File: src/rtl/mem_port_arbiter.sv
// Memory port arbiter: single owner of the unified instruction/data memory.
// Handshake: a requester holds req and its payload stable until ack; ack is
// combinational and high in exactly the cycle whose closing edge accepts the
// payload. Dropping req before ack is legal and withdraws the request. The
// response is a one-cycle valid strobe two cycles after the ack cycle; err
// qualifies valid, and rdata is meaningful only while valid is high.
module mem_port_arbiter #(
   parameter int WAIT_MAX = 3
) (
   input  logic        clk,
   input  logic        rst,
   input  logic        if_req,
   input  logic [31:0] if_pc,
   output logic        if_ack,
   output logic        if_valid,
   output logic        if_err,
   output logic [31:0] if_rdata,
   input  logic        d_req,
   input  logic        d_we,
   input  logic [2:0]  d_funct3,
   input  logic [31:0] d_addr,
   input  logic [31:0] d_wdata,
   output logic        d_ack,
   output logic        d_valid,
   output logic        d_err,
   output logic [31:0] d_rdata,
   output logic        mem_sel,
   output logic        mem_MemRead,
   output logic        mem_MemWrite,
   output logic [11:0] mem_addr,
   output logic [2:0]  mem_funct3,
   output logic [31:0] mem_data_in,
   input  logic [31:0] mem_data_out,
   output logic [1:0]  dbg_state
);

   typedef enum logic [1:0] {IDLE, ACC_I, ACC_D, ACC_ERR} state_t;

   state_t      state, state_nxt;
   logic [3:0]  starve_cnt;
   logic        starve_full;
   logic        grant_i, grant_d;
   logic        i_ok, d_ok, d_align_ok, d_type_ok;
   logic [11:0] addr_l;
   logic        we_l;
   logic [2:0]  f3_l;
   logic [31:0] wdata_l;
   logic        err_is_d;

   assign dbg_state   = state;
   assign starve_full = (starve_cnt == 4'(WAIT_MAX));

   // Request legality: range, alignment and access type.
   always_comb begin
      i_ok = (if_pc[31:8] == 24'h0) && (if_pc[1:0] == 2'b00);
      case (d_funct3[1:0])
         2'b10:   d_align_ok = (d_addr[1:0] == 2'b00);
         2'b01:   d_align_ok = ~d_addr[0];
         default: d_align_ok = 1'b1;
      endcase
      if (d_we) begin
         case (d_funct3)
            3'b000, 3'b001, 3'b010: d_type_ok = 1'b1;
            default:                d_type_ok = 1'b0;
         endcase
      end else begin
         case (d_funct3)
            3'b000, 3'b001, 3'b010, 3'b100, 3'b101: d_type_ok = 1'b1;
            default:                                d_type_ok = 1'b0;
         endcase
      end
      d_ok = (d_addr[31:8] == 24'h000001) && d_align_ok && d_type_ok;
   end

   // Data has priority unless the fetch has already lost WAIT_MAX times in a row.
   always_comb begin
      grant_d = d_req & ~(if_req & starve_full);
      grant_i = if_req & ~grant_d;
   end

   assign if_ack = grant_i;
   assign d_ack  = grant_d;

   // State register and request latches.
   always_ff @(posedge clk or posedge rst) begin
      if (rst) begin
         state      <= IDLE;
         starve_cnt <= 4'd0;
         addr_l     <= 12'd0;
         we_l       <= 1'b0;
         f3_l       <= 3'd0;
         wdata_l    <= 32'd0;
         err_is_d   <= 1'b0;
      end else begin
         state <= state_nxt;
         if (grant_i || !if_req)
            starve_cnt <= 4'd0;
         else if (!starve_full)
            starve_cnt <= starve_cnt + 4'd1;
         if (grant_d) begin
            addr_l   <= {d_addr[7:2], 6'b0};
            we_l     <= d_we;
            f3_l     <= d_funct3;
            wdata_l  <= d_wdata;
            err_is_d <= 1'b1;
         end else if (grant_i) begin
            addr_l   <= {6'b0, if_pc[7:2]};
            err_is_d <= 1'b0;
         end
      end
   end

   // Next state and memory-side outputs; memory is quiet outside ACC_I/ACC_D.
   always_comb begin
      state_nxt    = IDLE;
      mem_sel      = 1'b0;
      mem_MemRead  = 1'b0;
      mem_MemWrite = 1'b0;
      mem_addr     = 12'd0;
      mem_funct3   = 3'd0;
      mem_data_in  = 32'd0;
      if (grant_d)
         state_nxt = d_ok ? ACC_D : ACC_ERR;
      else if (grant_i)
         state_nxt = i_ok ? ACC_I : ACC_ERR;
      case (state)
         ACC_I: begin
            mem_sel  = 1'b1;
            mem_addr = addr_l;
         end
         ACC_D: begin
            mem_MemRead  = ~we_l;
            mem_MemWrite = we_l;
            mem_addr     = addr_l;
            mem_funct3   = f3_l;
            mem_data_in  = wdata_l;
         end
         default: ;
      endcase
   end

   // Registered responses: one strobe per completed access, none after reset.
   always_ff @(posedge clk or posedge rst) begin
      if (rst) begin
         if_valid <= 1'b0;
         if_err   <= 1'b0;
         if_rdata <= 32'd0;
         d_valid  <= 1'b0;
         d_err    <= 1'b0;
         d_rdata  <= 32'd0;
      end else begin
         if_valid <= 1'b0;
         if_err   <= 1'b0;
         d_valid  <= 1'b0;
         d_err    <= 1'b0;
         case (state)
            ACC_I: begin
               if_valid <= 1'b1;
               if_rdata <= mem_data_out;
            end
            ACC_D: begin
               d_valid <= 1'b1;
               d_rdata <= we_l ? 32'd0 : mem_data_out;
            end
            ACC_ERR: begin
               if (err_is_d) begin
                  d_valid <= 1'b1;
                  d_err   <= 1'b1;
                  d_rdata <= 32'd0;
               end else begin
                  if_valid <= 1'b1;
                  if_err   <= 1'b1;
                  if_rdata <= 32'd0;
               end
            end
            default: ;
         endcase
      end
   end

endmodule

File: config.mk
export PLATFORM = sky130hd
export DESIGN_NAME = mem_port_arbiter
export DESIGN_NICKNAME = d
export VERILOG_FILES = /design/src/rtl/mem_port_arbiter.sv
export SDC_FILE = /design/constraint.sdc
export NUM_CORES = 1
export LEC_CHECK = 0
export BUFFER_PORTS_ARGS = -buffer_cell sky130_fd_sc_hd__buf_2
export CAP_MARGIN = 20
export CORE_ASPECT_RATIO = 0.5
export CORE_MARGIN = 8
export CORE_UTILIZATION = 49
export CTS_CLUSTER_DIAMETER = 100
export DETAILED_ROUTE_END_ITERATION = 12
export PLACE_DENSITY_LB_ADDON = 0.05
export SLEW_MARGIN = 0
export SYNTH_ARGS = -nofsm -noshare
export SYNTH_HDL_FRONTEND = slang
export SYNTH_SLANG_ARGS = --single-unit
export TNS_END_PERCENT = 50
File: constraint.sdc
create_clock -name clk -period 8 [get_ports clk]
set_input_delay 0.8 -clock clk [delete_from_list [all_inputs] [get_ports clk]]
set_output_delay 0.8 -clock clk [all_outputs]
set_load 0.05 [all_outputs]
Yosys cells after proc, flatten, opt, wreduce, memory -nomap -nowiden
Index checks and enable logic that the tools add are counted.
Storage, ports and cells
  input bits: 136
  logic and storage cells: 83
  register bits after elaboration: 123
Cells by class
  add/sub/neg operators: 1
  equal/unequal tests: 14
  reduce and logical (&&, ||, !) cells: 17
  muxes and demuxes: 31
  bitwise logic cells: 7
Operator list (number)
  $mux W32: 4
  $pmux W32 S2: 2
  $mux W12: 3
  $eq A24 B1 Y1 const B: 1
  $logic_not A24 Y1: 1
  $mux W1: 13
  $mux W4: 2
  $eq A2 B2 Y1 const B: 3
  $eq A3 B3 Y1 const B: 2
  $mux W2: 3
  $pmux W1 S2: 3
  $reduce_bool A2 Y1: 3
  $reduce_or A5 Y1: 1
  $add A4 B1 Y4 const B: 1
  $eq A2 B1 Y1 const B: 2
  $eq A4 B2 Y1 const B: 1
  $logic_not A2 Y1: 2
  $ne A2 B2 Y1 const B: 2
  $not A1 Y1: 4
  $reduce_and A2 Y1: 2
  $and A1 B1 Y1: 3
  $eq A3 B1 Y1 const B: 1
  $eq A3 B2 Y1 const B: 1
  $logic_and A1 B1 Y1: 3
  other kinds (7): 7

Longest topological paths before layout
Gate-level depths: netlist of run 1.
  depth after elaboration: 8
  mapped depth: 7
  gate-level depth less buffers: 6

Least setup slack after synthesis of run 1
No wires, ideal clock.
  path type: input to output
  start point: in if_req
  end point: out if_ack
  path buffers: 2
  required time: 7.200 ns
  data arrival time: 2.457 ns
  stages: 6
  setup slack: 4.743 ns
  path through: buf_4 > nand2b_1 > o21ai_2 > inv_2 > clkbuf_1 > nor2_1
Between the ends
  cells in the longest elaborated chain, start to end: 5
Ends and longest elaborated chain
  from (decl): line 12  | input logic if_req,
  $and A1 B1 Y1: line 77  | grant_d = d_req & ~(if_req & starve_full);
  $not A1 Y1: line 77
  $and A1 B1 Y1: line 77
  net d_ack: line 23  | output logic d_ack,
  $not A1 Y1: line 78  | grant_i = if_req & ~grant_d;
  $and A1 B1 Y1: line 78
  to (decl): line 14  | output logic if_ack,
The timed path passes the listed nets, and every way through them passes these cells.

Worst setup path after layout of run 1
  start point: in if_req
  end point: out d_ack
Between the ends
  cells in the longest elaborated chain, start to end: 3
Ends and longest elaborated chain (line)
  $and A1 B1 Y1: 77
  $not A1 Y1: 77
  $and A1 B1 Y1: 77
  to (decl): 23
Every way passes these cells.

==> results.sh, run 1 <==
export IMPL_status="finished clean"
export IMPL_grt_max_degree=72
export IMPL_viasPerCell=4.99
export IMPL_final_antenna_net_count=0
export IMPL_cts_root_buf="clkbuf_16"
export IMPL_fmax_ghz=0.324
export IMPL_grt_pass1_vias=4561
export IMPL_period_share_pct=38.5
export IMPL_hold_path_startpoint="starve_cnt[0]"
export IMPL_hold_depth=1
export IMPL_path_clk_slew_ns=0.06
export IMPL_p_leak_uw=0.00402
export IMPL_post_dp_hpwl_mm=10.9
export IMPL_ys_seq_area_share_pct=60.8
export IMPL_hold_end="starve_cnt[0]"
export IMPL_synth_seq_cells=123
export IMPL_die_y_um=87.9
export IMPL_rows=26
export IMPL_n_antenna_cell=0
export IMPL_min_period_ns=3.08
export IMPL_hp_class="reg2reg"
export IMPL_rrSetupSlack_ns=5.91
export IMPL_routed_wirelength_mm=15.3
export IMPL_path_delay_family="buffers and inverters"
export IMPL_cts_tree="yes"
export IMPL_synthFlopType="dfrtp_1"
export IMPL_htree_levels=4
export IMPL_slowest_stage="inv_2"
export IMPL_place_gp_congestion=0.771
export IMPL_drive_gt1_share_pct=41.4
export IMPL_area_growth_pct=39.4
export IMPL_fin_worst_skew_ns=0.00766
export IMPL_avgSynthCellArea_um2=10.8
export IMPL_report_power_total_uw=1810
export IMPL_yosysWarnings=0
export IMPL_slew_violations=0
export IMPL_grt_pass1_wl_mm=24.3
export IMPL_setup_tns_final_ns=0
export IMPL_setup_viol=0
export IMPL_nets=864
export IMPL_timing_rr_start="starve_cnt[0]"
export IMPL_vias=4364
export IMPL_reg2reg_to="dbg_state[0]"
export IMPL_overflow=0
export IMPL_design_core_area_mm2=0.0101
export IMPL_final_hold_violation_count=0
export IMPL_max_stage_delay_ns=0.63
export IMPL_antenna_found_initial=2
export IMPL_cp_arrival_ns=2.28
export IMPL_start_util_pct=49.9
export IMPL_dr_first_iter_drc_count=263
export IMPL_cts_buffers=17
export IMPL_syn_num_nets=612
export IMPL_firstDrtPassIters=5
export IMPL_cp_num_buf_inv=3
export IMPL_synth_edf_count=0
export IMPL_clk_latency_ns=0.40
export IMPL_worst_pin_slew_ns=0.865
export IMPL_clock_sinks=123
export IMPL_ys_types=34
export IMPL_critical_path_class="in2out"
export IMPL_cts_resized=0
export IMPL_power_density_mw_per_mm2=256
export IMPL_postCtsSetupBuffers=0
export IMPL_cts_hold_buf=0
export IMPL_die_area_mm2=0.0140
export IMPL_drc=0
export IMPL_ir_drop_mv=0.194
export IMPL_io_buffers=257
export IMPL_dieWidth_um=160
export IMPL_rsz0062_at_grt="no"
export IMPL_synthCells=469
export IMPL_crit_path_cell_trace="buf_2 > nand2b_1 > o21ai_2 > inv_2 > buf_2"
export IMPL_critPathMostFrequentCell="buf_2"
export IMPL_syn_area_mm2=0.00507
export IMPL_reg2reg_depth=6
export IMPL_relSlewSlack_pct=42.3
export IMPL_cp_end_kind="output pin"
export IMPL_cap_violations=0
export IMPL_async_flop_share_pct=100
export IMPL_routedWlPerCell_um=17.5
export IMPL_cp_required_ns=7.20
export IMPL_cts_buffer_depth=2
export IMPL_grt_use_total_pct=21.9
export IMPL_path_max_fanout=52
export IMPL_start_kind="input pin"
export IMPL_io_pins=258
## Yosys cell counts, drive strengths merged (2+ instances only)
cell | n | area share [%]
buf | 12 | 1.3
and2 | 38 | 4.7
inv | 16 | 1.2
nor2 | 20 | 1.5
nor4 | 10 | 1.7
nand2 | 114 | 8.4
o21ai | 6 | 0.67
clkbuf | 19 | 1.4
nand2b | 3 | 0.37
dfrtp | 123 | 61
mux2i | 6 | 1.2
nor2b | 8 | 0.99
a21oi | 4 | 0.47
o31ai | 6 | 0.89
nand3 | 2 | 0.20
nand4 | 3 | 0.37
or2 | 2 | 0.25
a22o | 63 | 11
ha | 7 | 1.7
## worst max-delay path by stage
stage,from,end,cells past startpoint
4_1_cts,dbg_state[0],mem_data_in[14],4
2_1_floorplan,rst,addr_l[0],1
3_3_place_gp,if_req,d_ack,5
5_1_grt,if_req,d_ack,5
3_5_place_dp,if_req,d_ack,5
6_report,if_req,d_ack,5
## state kept, by name, indices dropped and copies added (netlist names)
signal / cells
if_rdata: 32
d_err: 1
d_rdata: 32
d_valid: 1
f3_l: 3
err_is_d: 1
wdata_l: 32
if_valid: 1
if_err: 1
starve_cnt: 4
we_l: 1
dbg_state: 2
addr_l: 12
## cell families after synthesis
kind of cell / count (synthesis) / share of synthesized area, %
AOI/OAI and AO/OA: 82 / 13.4
xor gates and xnor gates: 1 / 0.173
adders and majority gates: 7 / 1.73
buffers and inverters: 47 / 3.85
DFF: 123 / 60.8
muxes: 6 / 1.19
and+or+nand+nor: 203 / 18.9
## cells in the final DEF (no fill, tap or decap), drive strengths merged
master	instances
clkbuf	18
nand2b	3
and3	1
mux2i	6
nand3	2
nor4b	1
a21oi	4
and2	38
o21ai	6
nor2	20
o32a	1
xor2	1
inv	17
clkinvlp	5
clkinv	5
bufinv	3
or2	2
o31ai	6
a22o	63
nor4	10
ha	7
nand2	114
buf	264
o21a	1
nand4	3
or4	1
nor2b	8
a21o	1
dfrtp	123
## worst register-to-register path: stages, from the launching register on
cell and delay (ns):
dfrtp_1 0.39, ha_1 0.21, nand2b_1 0.11, o21ai_2 0.07, inv_2 0.63, nand4_1 0.18, o32a_1 0.37
## routing by layer
metal | wire (um) | track usage (%)
met4 | 65 | 6.14
met2 | 7300 | 36.2
met3 | 1250 | 8.21
met1 | 6690 | 26.8
met5 | 18 | 0
## report_power, final
part	switching (uW)	leakage [uW]	internal [uW]	total (uW)
clock	282	0.000279	491	773
sequential	26.8	0.00160	672	699
combinational	243	0.00214	92.7	336
## final cells by class
type	instances	area, um2
Fill cell	784	3090
Sequential cell	123	3080
Multi-Input combinational cell	299	1800
Timing Repair Buffer	264	1350
Clock buffer	18	429
Tap cell	140	175
Clock inverter	14	173
Inverter	16	62.6
## metrics by stage
stage	area, um2	util [%]	std cells	hold slack [ns]	setup WS [ns]
6_report	7060	69.6	874	0.459	4.92
5_1_grt	7060	69.6	874	0.484	4.80
4_1_cts	7050	69.4	873	0.463	4.83
3_5_place_dp	6440	63.5	841	0.455	4.88
3_3_place_gp	6440	63.5	841	0.450	4.90
2_1_floorplan	5070	-	469	0.432	3.93
(Power assumes the default switching activity.)
==> run 2: changes to the inputs <==
--- a/config.mk
+++ b/config.mk
@@ -5,11 +5,12 @@
 export SDC_FILE = /design/constraint.sdc
 export NUM_CORES = 1
 export LEC_CHECK = 0
+export ABC_AREA = 1
 export BUFFER_PORTS_ARGS = -buffer_cell sky130_fd_sc_hd__buf_2
 export CAP_MARGIN = 20
 export CORE_ASPECT_RATIO = 0.5
 export CORE_MARGIN = 8
-export CORE_UTILIZATION = 49
+export CORE_UTILIZATION = 42
 export CTS_CLUSTER_DIAMETER = 100
 export DETAILED_ROUTE_END_ITERATION = 12
 export PLACE_DENSITY_LB_ADDON = 0.05
==> constraint.sdc (replaced) <==
create_clock -name clk -period 2.8 [get_ports clk]
set_input_delay 0.28 -clock clk [delete_from_list [all_inputs] [get_ports clk]]
set_output_delay 0.28 -clock clk [all_outputs]
set_load 0.05 [all_outputs]
==> run 2 against run 1 <==
Combinational power rose to 3.0 times the previous value; sequential share of layout area down 2.7 points; flip-flop and latch count unchanged; clock power rose to 3.1 times the previous value; clock skew up 0.00097 ns; sequential power rose to 2.9 times the previous value; critical path type is now reg2out; highest routed layer unchanged.
==> results.sh, run 2 <==
export IMPL_n_antenna_cell=0
export IMPL_setup_viol=0
export IMPL_layout_common_cells="257 x buf_2, 176 x nand2_1, 129 x inv_1"
export IMPL_met3_usage_pct=5.48
export IMPL_cts_tree="yes"
export IMPL_path_delay_family="buffers and inverters"
export IMPL_min_period_ns=2.19
export IMPL_firstDrtPassIters=4
export IMPL_slew_violations=0
export IMPL_drive_gt1_share_pct=34.9
export IMPL_cp_end_kind="output pin"
export IMPL_synth_common_cells="177 x nand2_1, 130 x inv_1, 123 x dfrtp_1, 55 x nor2_1, 38 x nand3_1"
export IMPL_placed_area_mm2=0.00688
export IMPL_cts_buffers=17
export IMPL_fillCellCount=1171
export IMPL_cp_required_ns=2.52
export IMPL_nets=1048
export IMPL_met1_usage_pct=24.0
export IMPL_netlist_area_leader_share_pct=56.9
export IMPL_start_util_pct=42.9
export IMPL_dieWidth_um=177
export IMPL_htree_levels=4
export IMPL_p_leak_uw=0.00454
export IMPL_area_growth_pct=38.9
export IMPL_drc=0
export IMPL_start_kind="flop"
export IMPL_synthCells=650
export IMPL_cap_violations=0
export IMPL_synth_seq_cells=123
export IMPL_final_cells=1088
export IMPL_clock_sinks=123
export IMPL_dr_first_iter_drc_count=339
export IMPL_post_dp_hpwl_mm=11.8
export IMPL_synth_edf_count=0
export IMPL_cts_resized=0
export IMPL_vias=4881
export IMPL_dp_cells=1056
export IMPL_final_common_cell="buf_2"
export IMPL_design_core_area_mm2=0.0126
export IMPL_grt_pass1_vias=5058
export IMPL_power_density_mw_per_mm2=713
export IMPL_synth_fa_ha_area_share_pct=1.62
export IMPL_grt_max_degree=65
export IMPL_cts_hold_buf=0
export IMPL_clk_latency_ns=0.40
export IMPL_grt_use_total_pct=18.8
export IMPL_cp_num_buf_inv=4
export IMPL_path_max_fanout=36
export IMPL_rsz0062_at_grt="no"
export IMPL_die_area_mm2=0.0170
export IMPL_synth_top_family_by_area="simple AND/OR/NAND/NOR gates"
export IMPL_cts_buffer_depth=2
export IMPL_status="finished clean"
export IMPL_synth_xor_area_share_pct=0.162
export IMPL_use_met2_pct=30.7
export IMPL_routed_wirelength_mm=16.1
export IMPL_cts_root_buf="clkbuf_16"
export IMPL_fmax_ghz=0.458
export IMPL_synth_area_leader_cell="dfrtp_1"
export IMPL_synthFlopType="dfrtp_1"
export IMPL_critical_path_class="reg2out"
export IMPL_final_hold_violation_count=0
export IMPL_synthSimpleGateAreaFrac_pct=20.6
export IMPL_postCtsSetupBuffers=0
export IMPL_die_y_um=96.3
export IMPL_syn_num_nets=793
export IMPL_syn_area_mm2=0.00541
export IMPL_cp_arrival_ns=1.91
export IMPL_io_buffers=257
export IMPL_ir_drop_mv=0.385
export IMPL_avgSynthCellArea_um2=8.33
export IMPL_viasPerCell=4.49
export IMPL_ys_seq_area_share_pct=56.9
export IMPL_crit_path_cell_trace="inv_1 > ha_1 > buf_4 > nand2_1 > inv_1 > buf_2"
export IMPL_final_antenna_net_count=0
export IMPL_relSlewSlack_pct=31.5
export IMPL_stdcell_area_mm2=0.00752
export IMPL_yosysWarnings=0
export IMPL_io_pins=258
export IMPL_yosysMostFrequentCell="nand2_1"
export IMPL_slowest_stage="dfrtp_1"
export IMPL_critPathMostFrequentCell="inv_1"
export IMPL_synth_mux_area_share_pct=0.208
export IMPL_async_flop_share_pct=100
export IMPL_setup_tns_final_ns=0
export IMPL_period_share_pct=78.0
export IMPL_hp_class="in2async"
export IMPL_grt_busiest_layer="met2"
export IMPL_worst_pin_slew_ns=1.03
export IMPL_antenna_found_initial=1
export IMPL_max_stage_delay_ns=0.41
export IMPL_fin_worst_skew_ns=0.00863
export IMPL_grt_pass1_wl_mm=25.3
export IMPL_path_clk_slew_ns=0.06
export IMPL_overflow=0
export IMPL_routedWlPerCell_um=14.8
export IMPL_ys_types=22
export IMPL_synth_compound_gate_area_share_pct=8.88
export IMPL_place_gp_congestion=0.757
export IMPL_synth_area_leaders="dfrtp_1 57%, nand2_1 12%, inv_1 9.0%, nor2_1 3.8%, o22ai_1 3.6%"
export IMPL_rows=29
export IMPL_largestRegisters="d_rdata: 32 flops, if_rdata: 32 flops, wdata_l: 32 flops"
## run 2: changes by cell type after synthesis, moves of 11 or more
| cell | change |
|---|---|
| nor2_1 | +35 |
| nand2_1 | +63 |
| a22o_1 | -63 |
| nand3_1 | +36 |
| o22ai_1 | +31 |
| clkbuf_1 | -11 |
| o21ai_0 | +32 |
| and2_1 | -38 |
| inv_1 | +116 |
## run 2: cells by family after synthesis
logic type      Yosys count
simple gates            277
buf+inv                 161
flops                   123
compound gates           80
fa+ha+maj                 7
xor+xnor                  1
mux                       1
## run 2: worst paths after layout
check | start | to | slack [ns] | cells past startpoint
worst max register to register | dbg_state[0] | if_rdata[30] | 0.78 | 6
worst min register to register | starve_cnt[0] | starve_cnt[0] | 0.46 | 1
worst max-delay path | dbg_state[0] | mem_data_in[20] | 0.61 | 6
worst min-delay path | rst | wdata_l[28] | 0.03 | 2
max in group asynchronous | rst | wdata_l[9] | 2.06 | 3
min in group clk | d_wdata[17] | wdata_l[17] | 0.07 | 3
## run 2: layer usage
layer,wire [um],vias up
met2,7310,159
met3,1160,18
met4,182,2
met1,7400,2214
li1,-,2488
met5,8,-
## run 2: metrics by stage
stage | hold WS (ns) | setup WS [ns] | total power [uW] | util [%]
2_1_floorplan | 0.390 | 0.408 | 2710 | -
3_3_place_gp | 0.462 | 0.897 | 3030 | 54.5
3_5_place_dp | 0.458 | 0.801 | 3040 | 54.5
4_1_cts | 0.0496 | 0.586 | 5420 | 59.6
5_1_grt | 0.0563 | 0.482 | 5590 | 59.6
6_report | 0.0324 | 0.615 | 5360 | 59.6
## run 2: area by class of cell
cell class                 instances  area (um2)  area share, %
timing repair buffer             265        1380           18.4
clock inverter                    15         213           2.83
sequential                       123        3080           40.9
multi-input combinational        366        1710           22.7
tap                              170         213           2.83
inverter                         132         499           6.64
clock buffer                      17         425           5.66
## run 2: where the power goes
| group | internal [uW] | total, uW | switching, uW | leakage, uW |
|---|---|---|---|---|
| Combinational | 261 | 1000 | 738 | 0.00263 |
| Clock | 1510 | 2360 | 856 | 0.000312 |
| Sequential | 1920 | 2000 | 79.0 | 0.00160 |
| Total | 3690 | 5360 | 1670 | 0.00454 |
==> run 3: changes to the inputs <==
--- a/config.mk
+++ b/config.mk
@@ -10,7 +10,7 @@
 export CAP_MARGIN = 20
 export CORE_ASPECT_RATIO = 0.5
 export CORE_MARGIN = 8
-export CORE_UTILIZATION = 42
+export CORE_UTILIZATION = 47
 export CTS_CLUSTER_DIAMETER = 100
 export DETAILED_ROUTE_END_ITERATION = 12
 export PLACE_DENSITY_LB_ADDON = 0.05
==> constraint.sdc (replaced) <==
create_clock -name clk -period 2.1 [get_ports clk]
set_input_delay 0.21 -clock clk [delete_from_list [all_inputs] [get_ports clk]]
set_output_delay 0.21 -clock clk [all_outputs]
set_load 0.05 [all_outputs]
==> run 3 against run 2 <==
Clock skew up 0.0025 ns; via count rose by 3.8%; combinational power rose by 36%; core utilization up 9.0 points; worst setup slack lost 0.53 ns; register-to-register slack worse by 0.40 ns; critical endpoint is now d_ack; die area shrank 9.3%; global-route usage is 1.9 points higher; critical path type unchanged.
==> results.sh, run 3 (synthesis gave the netlist of run 2 again) <==
export IMPL_status="finished clean"
export IMPL_rsz0062_at_grt="yes"
export IMPL_path_clk_slew_ns=0.06
export IMPL_setup_viol=0
export IMPL_postCtsSetupBuffers=0
export IMPL_clock_sinks=123
export IMPL_post_dp_hpwl_mm=11.8
export IMPL_ir_drop_mv=0.573
export IMPL_dr_first_iter_drc_count=315
export IMPL_grt_busiest_layer="met2"
export IMPL_cp_required_ns=1.89
export IMPL_dp_worst_setup_slack_ns=0.405
export IMPL_layout_common_cells="254 x buf_2, 176 x nand2_1, 129 x inv_1"
export IMPL_dp_cells=1037
export IMPL_rows=27
export IMPL_fillCellCount=954
export IMPL_firstDrtPassIters=4
export IMPL_htree_levels=4
export IMPL_stdcell_area_mm2=0.00762
export IMPL_area_growth_pct=40.7
export IMPL_fin_worst_skew_ns=0.0111
export IMPL_min_period_ns=2.02
export IMPL_io_buffers=257
export IMPL_final_common_cell="buf_2"
export IMPL_drc=0
export IMPL_largestRegisters="d_rdata: 32 flops, if_rdata: 32 flops, wdata_l: 32 flops"
export IMPL_viasPerCell=4.68
export IMPL_relSlewSlack_pct=66.8
export IMPL_hp_class="in2reg"
export IMPL_met3_usage_pct=7.87
export IMPL_utilization_pct=68.5
export IMPL_placed_area_mm2=0.00687
export IMPL_layout_setup_ws_ns=0.0825
export IMPL_final_cells=1083
export IMPL_grt_pass1_vias=5293
export IMPL_dieWidth_um=168
export IMPL_p_leak_uw=0.00459
export IMPL_die_y_um=91.9
export IMPL_fmax_ghz=0.496
export IMPL_cts_buffer_depth=2
export IMPL_final_hold_violation_count=0
export IMPL_met1_usage_pct=24.4
export IMPL_slew_violations=0
export IMPL_routed_wirelength_mm=16.0
export IMPL_power_density_mw_per_mm2=912
export IMPL_cap_violations=0
export IMPL_final_antenna_net_count=0
export IMPL_cp_arrival_ns=1.81
export IMPL_worst_pin_slew_ns=0.498
export IMPL_die_area_mm2=0.0154
export IMPL_n_antenna_cell=0
export IMPL_start_util_pct=48.7
export IMPL_antenna_found_initial=2
export IMPL_use_met2_pct=35.3
export IMPL_grt_pass1_wl_mm=25.9
export IMPL_slowest_stage="dfrtp_1"
export IMPL_max_stage_delay_ns=0.39
export IMPL_start_kind="flop"
export IMPL_cts_buffers=17
export IMPL_path_max_fanout=12
export IMPL_critical_path_class="reg2out"
export IMPL_nets=1068
export IMPL_clk_latency_ns=0.41
export IMPL_cts_root_buf="clkbuf_16"
export IMPL_design_core_area_mm2=0.0111
export IMPL_cp_end_kind="output pin"
export IMPL_io_pins=258
export IMPL_period_share_pct=96.1
export IMPL_grt_use_total_pct=20.7
export IMPL_cts_tree="yes"
export IMPL_overflow=0
export IMPL_vias=5067
export IMPL_crit_path_cell_trace="ha_1 > nand2_1 > nor2_2 > nor2_4 > buf_4"
export IMPL_grt_max_degree=84
export IMPL_place_gp_congestion=0.787
export IMPL_routedWlPerCell_um=14.7
export IMPL_drive_gt1_share_pct=34.6
## run 3: where the power goes
part / total [uW] / switching [uW] / internal (uW)
Combinational: 1360 / 988 / 369
Clock: 2920 / 1100 / 1820
Sequential: 2670 / 104 / 2560
## run 3: final cells by class
type	count	area, um2	area share [%]
multi-input cells	366	1710	22.4
clock buffers	20	457	6.00
flip-flops and latches	123	3080	40.4
well taps	145	181	2.38
repair buffers	285	1560	20.4
clock inverters	12	139	1.82
inverters	132	499	6.55
## run 3: per-stage QoR
step	hold slack (ns)	setup TNS [ns]	total power, uW
final	0.00826	0	6940
after CTS	0.00135	0	7010
after global routing	0.000369	-0.0140	7240
after floorplan	0.320	-9.36	3620
after global placement	0.377	0	4030
after detailed placement	0.384	0	4050
## run 3: layer usage
metal | up-vias | wire length [um] | part of all wire [%]
met5 | - | 23 | 0.14
met4 | 4 | 145 | 0.91
met3 | 17 | 1240 | 7.7
met2 | 172 | 7730 | 48
met1 | 2345 | 6830 | 43
li1 | 2529 | - | -
## run 3: worst max-delay path, delay by kind of cell, from the launching register on
family | cells | cell delay, ns
buffers and inverters | 1 | 0.28
adder cells (fa/ha/maj) | 1 | 0.22
AND/OR/NAND/NOR | 3 | 0.51
flip-flops | 1 | 0.39
## run 3: path summary, 6_finish.rpt
path                       cells after the start     startpoint  slack, ns            end
max in group asynchronous                      4            rst       1.21   if_rdata[15]
min reg2reg                                    1  starve_cnt[0]       0.47  starve_cnt[0]
min                                            3     d_wdata[4]      0.008     wdata_l[4]
max                                            5  starve_cnt[0]       0.08          d_ack
min in group asynchronous                      4            rst       0.46         if_err
max reg2reg                                    7  starve_cnt[0]       0.38    wdata_l[31]
## run 3: repair_timing
action | in CTS | in global routing
hold endpoints to repair | 136 | 0
gates resized for setup | 1 | 5
hold buffers | 14 | 0
endpoints found under the setup margin | 1 | 4
